`config.mk`:
```
export PLATFORM = sky130hd
export DESIGN_NAME = lcd_refresh_sched_flat
export DESIGN_NICKNAME = d
export VERILOG_FILES = /design/src/rtl/lcd_refresh_sched_if.sv /design/src/rtl/lcd_refresh_sched.sv /design/src/flat_wrapper.sv
export SDC_FILE = /design/constraint.sdc
export NUM_CORES = 1
export LEC_CHECK = 0
export BUFFER_PORTS_ARGS = -buffer_cell sky130_fd_sc_hd__clkbuf_2
export CAP_MARGIN = 30
export CELL_PAD_IN_SITES_DETAIL_PLACEMENT = 1
export CELL_PAD_IN_SITES_GLOBAL_PLACEMENT = 2
export CORE_UTILIZATION = 33
export CTS_BUF_LIST = sky130_fd_sc_hd__clkbuf_16
export CTS_CLUSTER_SIZE = 25
export DETAILED_ROUTE_END_ITERATION = 6
export PLACE_DENSITY = 0.91
export SLEW_MARGIN = 0
export SYNTH_ARGS = -nofsm -noshare
export SYNTH_HDL_FRONTEND = slang
export SYNTH_SLANG_ARGS = --single-unit
```
`constraint.sdc`:
```
create_clock -name clk_50m -period 3.4 [get_ports clk_50m]
set_input_delay 0 -clock clk_50m [delete_from_list [all_inputs] [get_ports clk_50m]]
set_output_delay 0 -clock clk_50m [all_outputs]
set_load 0.01 [all_outputs]
```
`src/rtl/lcd_refresh_sched_if.sv`:
```
// Write handshake between the refresh scheduler and the character LCD driver.
// The master strobes lcd_wr with a held address/word and waits for lcd_done.
interface lcd_refresh_sched_if;
    logic        lcd_wr;
    logic [9:0]  lcd_addr;
    logic [15:0] lcd_data;
    logic        lcd_done;

    modport master (
        output lcd_wr,
        output lcd_addr,
        output lcd_data,
        input  lcd_done
    );

    modport slave (
        input  lcd_wr,
        input  lcd_addr,
        input  lcd_data,
        output lcd_done
    );
endinterface

```
`src/rtl/lcd_refresh_sched.sv`:
```
// Full-screen refresh sequencer for the character LCD: sweeps cells, hands enabled ones to the driver.
// Define AUTO_REFRESH_EN to add a periodic internal refresh request every REFRESH_DIV cycles.
module lcd_refresh_sched #(
    parameter int ROWS        = 4,
    parameter int COLS        = 16,
    parameter int CHAR_LAT    = 2,
    parameter int DONE_TMO    = 1023,
    parameter int REFRESH_DIV = 2500000
) (
    input  logic                       clk_50m,
    input  logic                       rst,
    input  logic [7:0]                 state,
    input  logic                       refresh_req,
    output logic [9:0]                 addr_db,
    input  logic [15:0]                display_reg,
    input  logic                       en_w,
    lcd_refresh_sched_if.master        drv,
    output logic                       busy,
    output logic                       frame_done,
    output logic                       tmo_err
);

    typedef enum logic [2:0] {
        IDLE,
        SETTLE,
        SAMPLE,
        WRITE,
        WAIT,
        NEXT
    } fsm_t;

    localparam int CMAX = (DONE_TMO > CHAR_LAT) ? DONE_TMO : CHAR_LAT;
    localparam int CW   = $clog2(CMAX + 1);

    fsm_t        st, st_n;
    logic [5:0]  row, row_n;
    logic [3:0]  col, col_n;
    logic [CW-1:0] cnt, cnt_n;
    logic [7:0]  copy, copy_n;
    logic        pending, pend_n;
    logic        restart, rs_n;
    logic        busy_n, done_n, tmo_n;
    logic [9:0]  addr_q, addr_n;
    logic [15:0] data_q, data_n;
    logic        req, chg, redo, last, rewind;

`ifdef AUTO_REFRESH_EN
    localparam int AW = $clog2(REFRESH_DIV);
    logic [AW-1:0] ar_cnt;
    logic          ar_tick;

    assign ar_tick = (ar_cnt == AW'(REFRESH_DIV - 1));

    always_ff @(posedge clk_50m) begin
        if (rst)
            ar_cnt <= '0;
        else if (ar_tick)
            ar_cnt <= '0;
        else
            ar_cnt <= ar_cnt + AW'(1);
    end

    assign req = refresh_req | ar_tick;
`else
    logic unused_div;
    assign unused_div = (REFRESH_DIV == 0);
    assign req = refresh_req;
`endif

    assign chg  = (state != copy);
    assign redo = chg | restart;
    assign last = (row == 6'(ROWS - 1)) && (col == 4'(COLS - 1));

    assign addr_db      = {row, col};
    assign drv.lcd_wr   = (st == WRITE);
    assign drv.lcd_addr = addr_q;
    assign drv.lcd_data = data_q;

    always_comb begin
        st_n   = st;
        row_n  = row;
        col_n  = col;
        cnt_n  = cnt;
        copy_n = copy;
        pend_n = pending;
        rs_n   = restart;
        busy_n = busy;
        done_n = 1'b0;
        tmo_n  = tmo_err;
        addr_n = addr_q;
        data_n = data_q;
        rewind = 1'b0;

        // A state change mid-frame is remembered until the current handshake ends.
        if (st != IDLE) begin
            if (chg) begin
                copy_n = state;
                rs_n   = 1'b1;
            end
            if (req && !redo)
                pend_n = 1'b1;
        end

        unique case (st)
            IDLE: begin
                if (req || pending || chg) begin
                    st_n   = SETTLE;
                    row_n  = '0;
                    col_n  = '0;
                    cnt_n  = '0;
                    busy_n = 1'b1;
                    pend_n = 1'b0;
                    copy_n = state;
                end
            end
            SETTLE: begin
                if (redo)
                    rewind = 1'b1;
                else if (cnt == CW'(CHAR_LAT - 1))
                    st_n = SAMPLE;
                else
                    cnt_n = cnt + CW'(1);
            end
            SAMPLE: begin
                if (redo) begin
                    rewind = 1'b1;
                end else if (en_w) begin
                    addr_n = {row, col};
                    data_n = display_reg;
                    st_n   = WRITE;
                end else begin
                    st_n = NEXT;
                end
            end
            WRITE: begin
                st_n  = WAIT;
                cnt_n = '0;
            end
            WAIT: begin
                if (drv.lcd_done) begin
                    if (redo) rewind = 1'b1;
                    else      st_n = NEXT;
                end else if (cnt == CW'(DONE_TMO - 1)) begin
                    tmo_n = 1'b1;
                    if (redo) rewind = 1'b1;
                    else      st_n = NEXT;
                end else begin
                    cnt_n = cnt + CW'(1);
                end
            end
            NEXT: begin
                if (redo) begin
                    rewind = 1'b1;
                end else if (last) begin
                    row_n  = '0;
                    col_n  = '0;
                    busy_n = 1'b0;
                    done_n = 1'b1;
                    st_n   = IDLE;
                end else begin
                    if (col == 4'(COLS - 1)) begin
                        col_n = '0;
                        row_n = row + 6'd1;
                    end else begin
                        col_n = col + 4'd1;
                    end
                    cnt_n = '0;
                    st_n  = SETTLE;
                end
            end
            default: st_n = IDLE;
        endcase

        // Restart sweeps from cell 0 and absorbs any queued refresh.
        if (rewind) begin
            st_n   = SETTLE;
            row_n  = '0;
            col_n  = '0;
            cnt_n  = '0;
            rs_n   = 1'b0;
            pend_n = 1'b0;
        end
    end

    always_ff @(posedge clk_50m) begin
        if (rst) begin
            st         <= IDLE;
            row        <= '0;
            col        <= '0;
            cnt        <= '0;
            copy       <= state;
            pending    <= 1'b0;
            restart    <= 1'b0;
            busy       <= 1'b0;
            frame_done <= 1'b0;
            tmo_err    <= 1'b0;
            addr_q     <= '0;
            data_q     <= '0;
        end else begin
            st         <= st_n;
            row        <= row_n;
            col        <= col_n;
            cnt        <= cnt_n;
            copy       <= copy_n;
            pending    <= pend_n;
            restart    <= rs_n;
            busy       <= busy_n;
            frame_done <= done_n;
            tmo_err    <= tmo_n;
            addr_q     <= addr_n;
            data_q     <= data_n;
        end
    end

endmodule

```
`src/flat_wrapper.sv`:
```
// flat-port wrapper written by rule: the top's interface ports become plain ports
module lcd_refresh_sched_flat 
#(
    parameter int ROWS        = 4,
    parameter int COLS        = 16,
    parameter int CHAR_LAT    = 2,
    parameter int DONE_TMO    = 1023,
    parameter int REFRESH_DIV = 2500000
)
  (clk_50m, rst, state, refresh_req, addr_db, display_reg, en_w, busy, frame_done, tmo_err, drv_lcd_wr, drv_lcd_addr, drv_lcd_data, drv_lcd_done);
  lcd_refresh_sched_if drv_i ();
  input  logic clk_50m;
  input  logic rst;
  input  logic [7:0] state;
  input  logic refresh_req;
  output logic [9:0] addr_db;
  input  logic [15:0] display_reg;
  input  logic en_w;
  output logic busy;
  output logic frame_done;
  output logic tmo_err;
  output wire logic [$bits(drv_i.lcd_wr)-1:0] drv_lcd_wr;
  output wire logic [$bits(drv_i.lcd_addr)-1:0] drv_lcd_addr;
  output wire logic [$bits(drv_i.lcd_data)-1:0] drv_lcd_data;
  input wire logic [$bits(drv_i.lcd_done)-1:0] drv_lcd_done;
  assign drv_lcd_wr = drv_i.lcd_wr;
  assign drv_lcd_addr = drv_i.lcd_addr;
  assign drv_lcd_data = drv_i.lcd_data;
  assign drv_i.lcd_done = drv_lcd_done;
  lcd_refresh_sched #(.ROWS(ROWS), .COLS(COLS), .CHAR_LAT(CHAR_LAT), .DONE_TMO(DONE_TMO), .REFRESH_DIV(REFRESH_DIV)) u_core (.clk_50m(clk_50m), .rst(rst), .state(state), .refresh_req(refresh_req), .addr_db(addr_db), .display_reg(display_reg), .en_w(en_w), .drv(drv_i), .busy(busy), .frame_done(frame_done), .tmo_err(tmo_err));
endmodule
```
### After elaboration in Yosys (flattened, before gate mapping)

Cells that the tools add are included.

| word-level totals | value |
|---|---|
| bits in registers | 62 |
| output and inout port bits | 40 |
| word-level logic and storage cells | 117 |

| operators by class | value |
|---|---|
| $add $sub $neg | 3 |
| equality and inequality tests | 28 |
| multiplexer cells | 48 |
| bitwise gates (word level) | 4 |
| reductions and logical operators | 21 |

Operators with widths:

| operator | count |
|---|---|
| 2-to-1 mux 10 bit | 7 |
| one-hot mux 10 bit (5 select lines) | 1 |
| 2-to-1 mux 8 bit | 5 |
| 2-to-1 mux 3 bit | 9 |
| 2-to-1 mux 6 bit | 4 |
| one-hot mux 3 bit (6 select lines) | 1 |
| 2-to-1 mux 4 bit | 4 |
| inequality test 2 bit, second input constant | 7 |
| 2-to-1 mux 1 bit | 13 |
| one-hot mux 6 bit (2 select lines) | 1 |
| AND reduction 6 bit | 2 |
| adder 10 x 1 -> 10 bit, second input constant | 1 |
| equality test 10 x 1 -> 1 bit, second input constant | 1 |
| equality test 10 bit, second input constant | 1 |
| inequality test 3 x 1 -> 1 bit, second input constant | 3 |
| inequality test 3 bit, second input constant | 3 |
| AND reduction 3 bit | 3 |
| inequality test 8 bit | 1 |
| one-hot mux 4 bit (2 select lines) | 1 |
| AND reduction 4 bit | 2 |
| AND reduction 8 bit | 1 |
| adder 6 x 1 -> 6 bit, second input constant | 1 |
| equality test 3 x 2 -> 1 bit, second input constant | 2 |
| equality test 3 bit, second input constant | 2 |
| other kinds (20) | 28 |

### Logic depth before layout (Yosys ltp)

| logic depth | value |
|---|---|
| word-level depth | 8 |
| gate-level depth with buffers | 9 |
| depth with buffers taken out | 8 |

### Worst setup path after synthesis

OpenSTA, ideal clock, no wires.

| path | value |
|---|---|
| kind | reg2reg |
| start | reg u_core.cnt[0] |
| end | reg u_core.cnt[8] |
| library setup time | 0.136 ns |
| arrival | 1.829 ns |
| data required time | 3.264 ns |
| path slack | 1.436 ns |
| stages on the path, launching flop included | 10 |
| clock period less this slack | 1.964 ns |
| cell sequence | dfxtp_1 > inv_1 > ha_1 > nand2_1 > or3_4 > a21oi_1 > and4b_2 > clkbuf_1 > a41oi_1 > a311oi_1 |

| on the way | value |
|---|---|
| longest elaborated chain between the ends | 5 |
| elaborated cells between the ends (all ways) | 15 |
| those cells by class | 1 x add/sub; 4 x eq/ne; 8 x mux; 2 x reduce/logical |

RTL lines:

| item | RTL line | source |
|---|---|---|
| from (decl) | lcd_refresh_sched.sv:38 | `logic [CW-1:0] cnt, cnt_n;` |
| from (signal assigned) | lcd_refresh_sched.sv:203 | `cnt <= cnt_n;` |
| branches (longest 5 deep; another with adder 10 x 1 -> 10 bit) | n/a |  |

Parallel ways; which one is timed is not known. The select of a mux whose other input is x is not followed.
A chain may end at the register's enable or synchronous reset.

### Worst setup path in the final report

| path | value |
|---|---|
| start | in state[3] |
| end | reg u_core.data_q[15], in the netlist u_core.drv.lcd_data[15] |

| on the way | value |
|---|---|
| longest elaborated chain between the ends | 4 |

RTL lines:

| item | RTL line | source |
|---|---|---|
| from (decl) | flat_wrapper.sv:14 | `input logic [7:0] state;` |
| inequality test 8 bit | lcd_refresh_sched.sv:70 | `assign chg = (state != copy);` |
| bitwise OR 1 bit | lcd_refresh_sched.sv:71 | `assign redo = chg \| restart;` |
| inverter 1 bit (no source line) | n/a |  |
| AND reduction 3 bit (no source line) | n/a |  |
| to (signal assigned) | lcd_refresh_sched.sv:211 | `data_q <= data_n;` |
| to (decl) | lcd_refresh_sched.sv:44 | `logic [15:0] data_q, data_n;` |

Every way passes these cells.

==> impl_metrics.toml <==
[cts]
clkLatencyLatePin_ns = 0.33
cts_sinks = 62
ctsResizeCount = 0
clockRootBuffer = "clkbuf_16"
cts_max_path_buffers = 2
clk_pin_slew_ns = 0.05
cts_tree = "built"
htreeDepth = 3
cts_inserted_buffers = 9
post_cts_buffers = 0

[power]
p_switching_uw = 519
p_leak_uw = 0.00142
p_int_uw = 1330
ir_drop_mv = 0.198
clkPwrFrac_pct = 43.1
sw_frac_of_total_pct = 28.1
pwr-share-seq_pct = 42.0
power_density_nw_per_um2 = 491
comb_power_share_pct = 15.0
power_uw = 1850

[logic_synthesis]
async_reset_ff_share_pct = 0
synth.top_cell.area_share_pct = 42.8
ys_seq_area_share_pct = 42.8
ys_warn_count = 0
yosysMostFrequentCell = "nand2_1"
syn_nets = 382
synthTopCellsByCount = "nand2_1, dfxtp_1, a21oi_1"
synthCells = 348
ys.flop_type = "dfxtp_1"
avgSynthCellArea_um2 = 8.33
ys_ff_latch = 62
synth_area_um2 = 2900
synth.distinct_cells = 57
netlist_top_cells_area = "dfxtp_1, nand2_1, a21oi_1"
synth_top_area_cell = "dfxtp_1"
synth_edf_count = 0

[min_path]
min_from = "drv_lcd_done"
hold_end = "u_core.tmo_err"
hold_depth = 4
min_path_type = "in2reg"

[detailed_routing]
dr.pass1.iters = 4
drcViolationCount = 0
wl_per_cell_um = 15.8
vias_per_cell = 5.18
final_antenna_net_count = 0
drt_iter0_markers = 81
routed_wl_um = 8530
num_vias = 2804

[floorplanning]
dieArea_um2 = 9170
boundaryPins = 69
die_x_um = 95.8
start_util_pct = 34.8
core_um2 = 8340
die_height_um = 95.8
core.rowCount = 33

[global_route]
grt_pass1_vias = 2788
gr-total-overflow = 0
grt_pass1_wl_um = 13500
antenna_found_initial = 0
grt_max_degree = 33
grt_usage_pct = 19.2

[worst_setup_path]
path_delay_family = "simple AND/OR/NAND/NOR gates"
path_buf_inv = 2
r2r-start = "u_core.copy[1]"
crit_chain = "dlygate4sd3_1 > clkbuf_2 > xnor2_1 > nand4_4 > nor3_4 > and4_1 > nand2_1 > a21oi_1"
arrival_ns = 2.79
crit_required_ns = 3.64
rr_worst_depth = 6
start_kind = "primary input"
path_class = "in2reg"
slowest_delay_ns = 0.88
rrSetupSlack_ns = 0.88
crit_fanout = 26
r2r_end = "u_core.drv.lcd_data[15]"
end_kind = "register"
crit_path_top_delay_cell = "and4_1"

[timing]
fin_skew_ns = 0.00572
relSlewSlack_pct = 38.1
rsz0062_at_grt = "no"
timing.fmax_mhz = 393
final.setup.tns_ns = 0
min_period_ns = 2.54
min_period_over_period_pct = 74.8
finalSetupViolCount = 0
tightest_slew_ns = 0.929
finalMaxSlewViolations = 0
hold_viol = 0

[final_layout]
area_growth_pct = 29.9
final_nets = 466
fill_cells = 1019
fin_util_pct = 45.2
regArea_um2 = 1240
layout-drive-gt1-share_pct = 22.9
multiInputGateArea_um2 = 1500
insertedDiodeCount = 0

[job]
max-cap-violations = 0

[place]
finalWeightedCongestion = 0.835
dp_hpwl_um = 5630
port_buffers = 68

[outcome]
status = "completed"
[per-layer routing]
metal  routed length, um  share of wire [%]  global-route usage [%]  up-vias
met3                 320                3.7                    5.45       10
met2                4360                 51                    34.4       55
li1                    -                  -                       -     1400
met5                   0                  0                       0        -
met4                  97                1.1                    6.72        0
met1                3760                 44                    21.8     1339
[area by class of cell]
type | instances | share of cell area (%)
clock inverter | 6 | 0.797
timing repair buffer | 95 | 16.1
tap | 105 | 3.49
sequential | 62 | 32.9
inverter | 8 | 0.797
clock buffer | 9 | 5.98
multi-input combinational | 256 | 39.9
[registers in the layout, summed over array words and instances (netlist names)]
name,flops
u_core.st,3
u_core.restart,1
u_core.drv.lcd_data,16
u_core.pending,1
u_core.cnt,10
u_core.busy,1
u_core.tmo_err,1
u_core.drv.lcd_addr,10
u_core.frame_done,1
u_core.copy,8
u_core.row,6
u_core.col,4
[stage by stage]
step / cells / instance area [um^2] / setup slack, ns / hold WS, ns
floorplan: 348 / 2900 / 1.44 / 0.0775
global placement: 501 / 3260 / 0.989 / 0.132
detailed placement: 501 / 3260 / 0.917 / 0.133
CTS: 541 / 3770 / 0.863 / 0.127
global route: 541 / 3770 / 0.638 / 0.138
finish: 541 / 3770 / 0.858 / 0.143
[worst max-delay path by stage]
stage	start	endpoint	slack [ns]	cells after the start
final	state[3]	u_core.drv.lcd_data[15]	0.86	8
after global routing	state[2]	u_core.drv.lcd_data[15]	0.64	8
after floorplan	u_core.cnt[0]	u_core.cnt[8]	1.44	9
after CTS	state[1]	u_core.drv.lcd_data[15]	0.86	8
after global placement	u_core.copy[3]	u_core.drv.lcd_data[4]	0.99	6
after detailed placement	u_core.copy[3]	u_core.drv.lcd_data[4]	0.92	6
[kinds of logic after synthesis]
group / Yosys count / share of synthesized area [%]
AOI/OAI and AO/OA: 79 / 17.0
xor gates and xnor gates: 12 / 3.62
adders and majority gates: 6 / 2.50
buffers and inverters: 30 / 5.35
DFF: 62 / 42.8
muxes: 1 / 0.345
and+or+nand+nor: 158 / 28.3
[worst register-to-register path, delay by kind of cell, from the launching register on]
kind             cells  cell delay, ns
AO/OA/AOI/OAI        1            0.18
XOR/XNOR             1            0.19
flip-flops           1            0.31
AND/OR/NAND/NOR      4            1.76
[power groups by stage]
stage | logic, uW | clock network, uW | registers, uW
after floorplan | 198 | 0 | 776
after global placement | 245 | 0 | 789
after detailed placement | 250 | 0 | 791
after CTS | 276 | 821 | 775
after global routing | 306 | 853 | 778
final | 276 | 796 | 777
[what timing repair did]
action                                  in CTS  in global routing
endpoints found under the setup margin       0                  0
hold buffers                                25                  0
endpoints found under the hold margin       25                  0
[cells in the final DEF (no fill, tap or decap), types with 7 or more instances in the layout]
cell type,Yosys,layout
nand2_1,69,69
o21ai_0,7,7
xnor2_1,11,11
clkbuf_16,0,9
nor3_1,12,12
clkbuf_2,0,68
or3_1,8,8
a21oi_1,44,44
dlygate4sd3_1,0,25
dfxtp_1,62,62
nand3_1,14,14
nor2_1,17,17
inv_1,8,8
(Power assumes the default switching activity.)
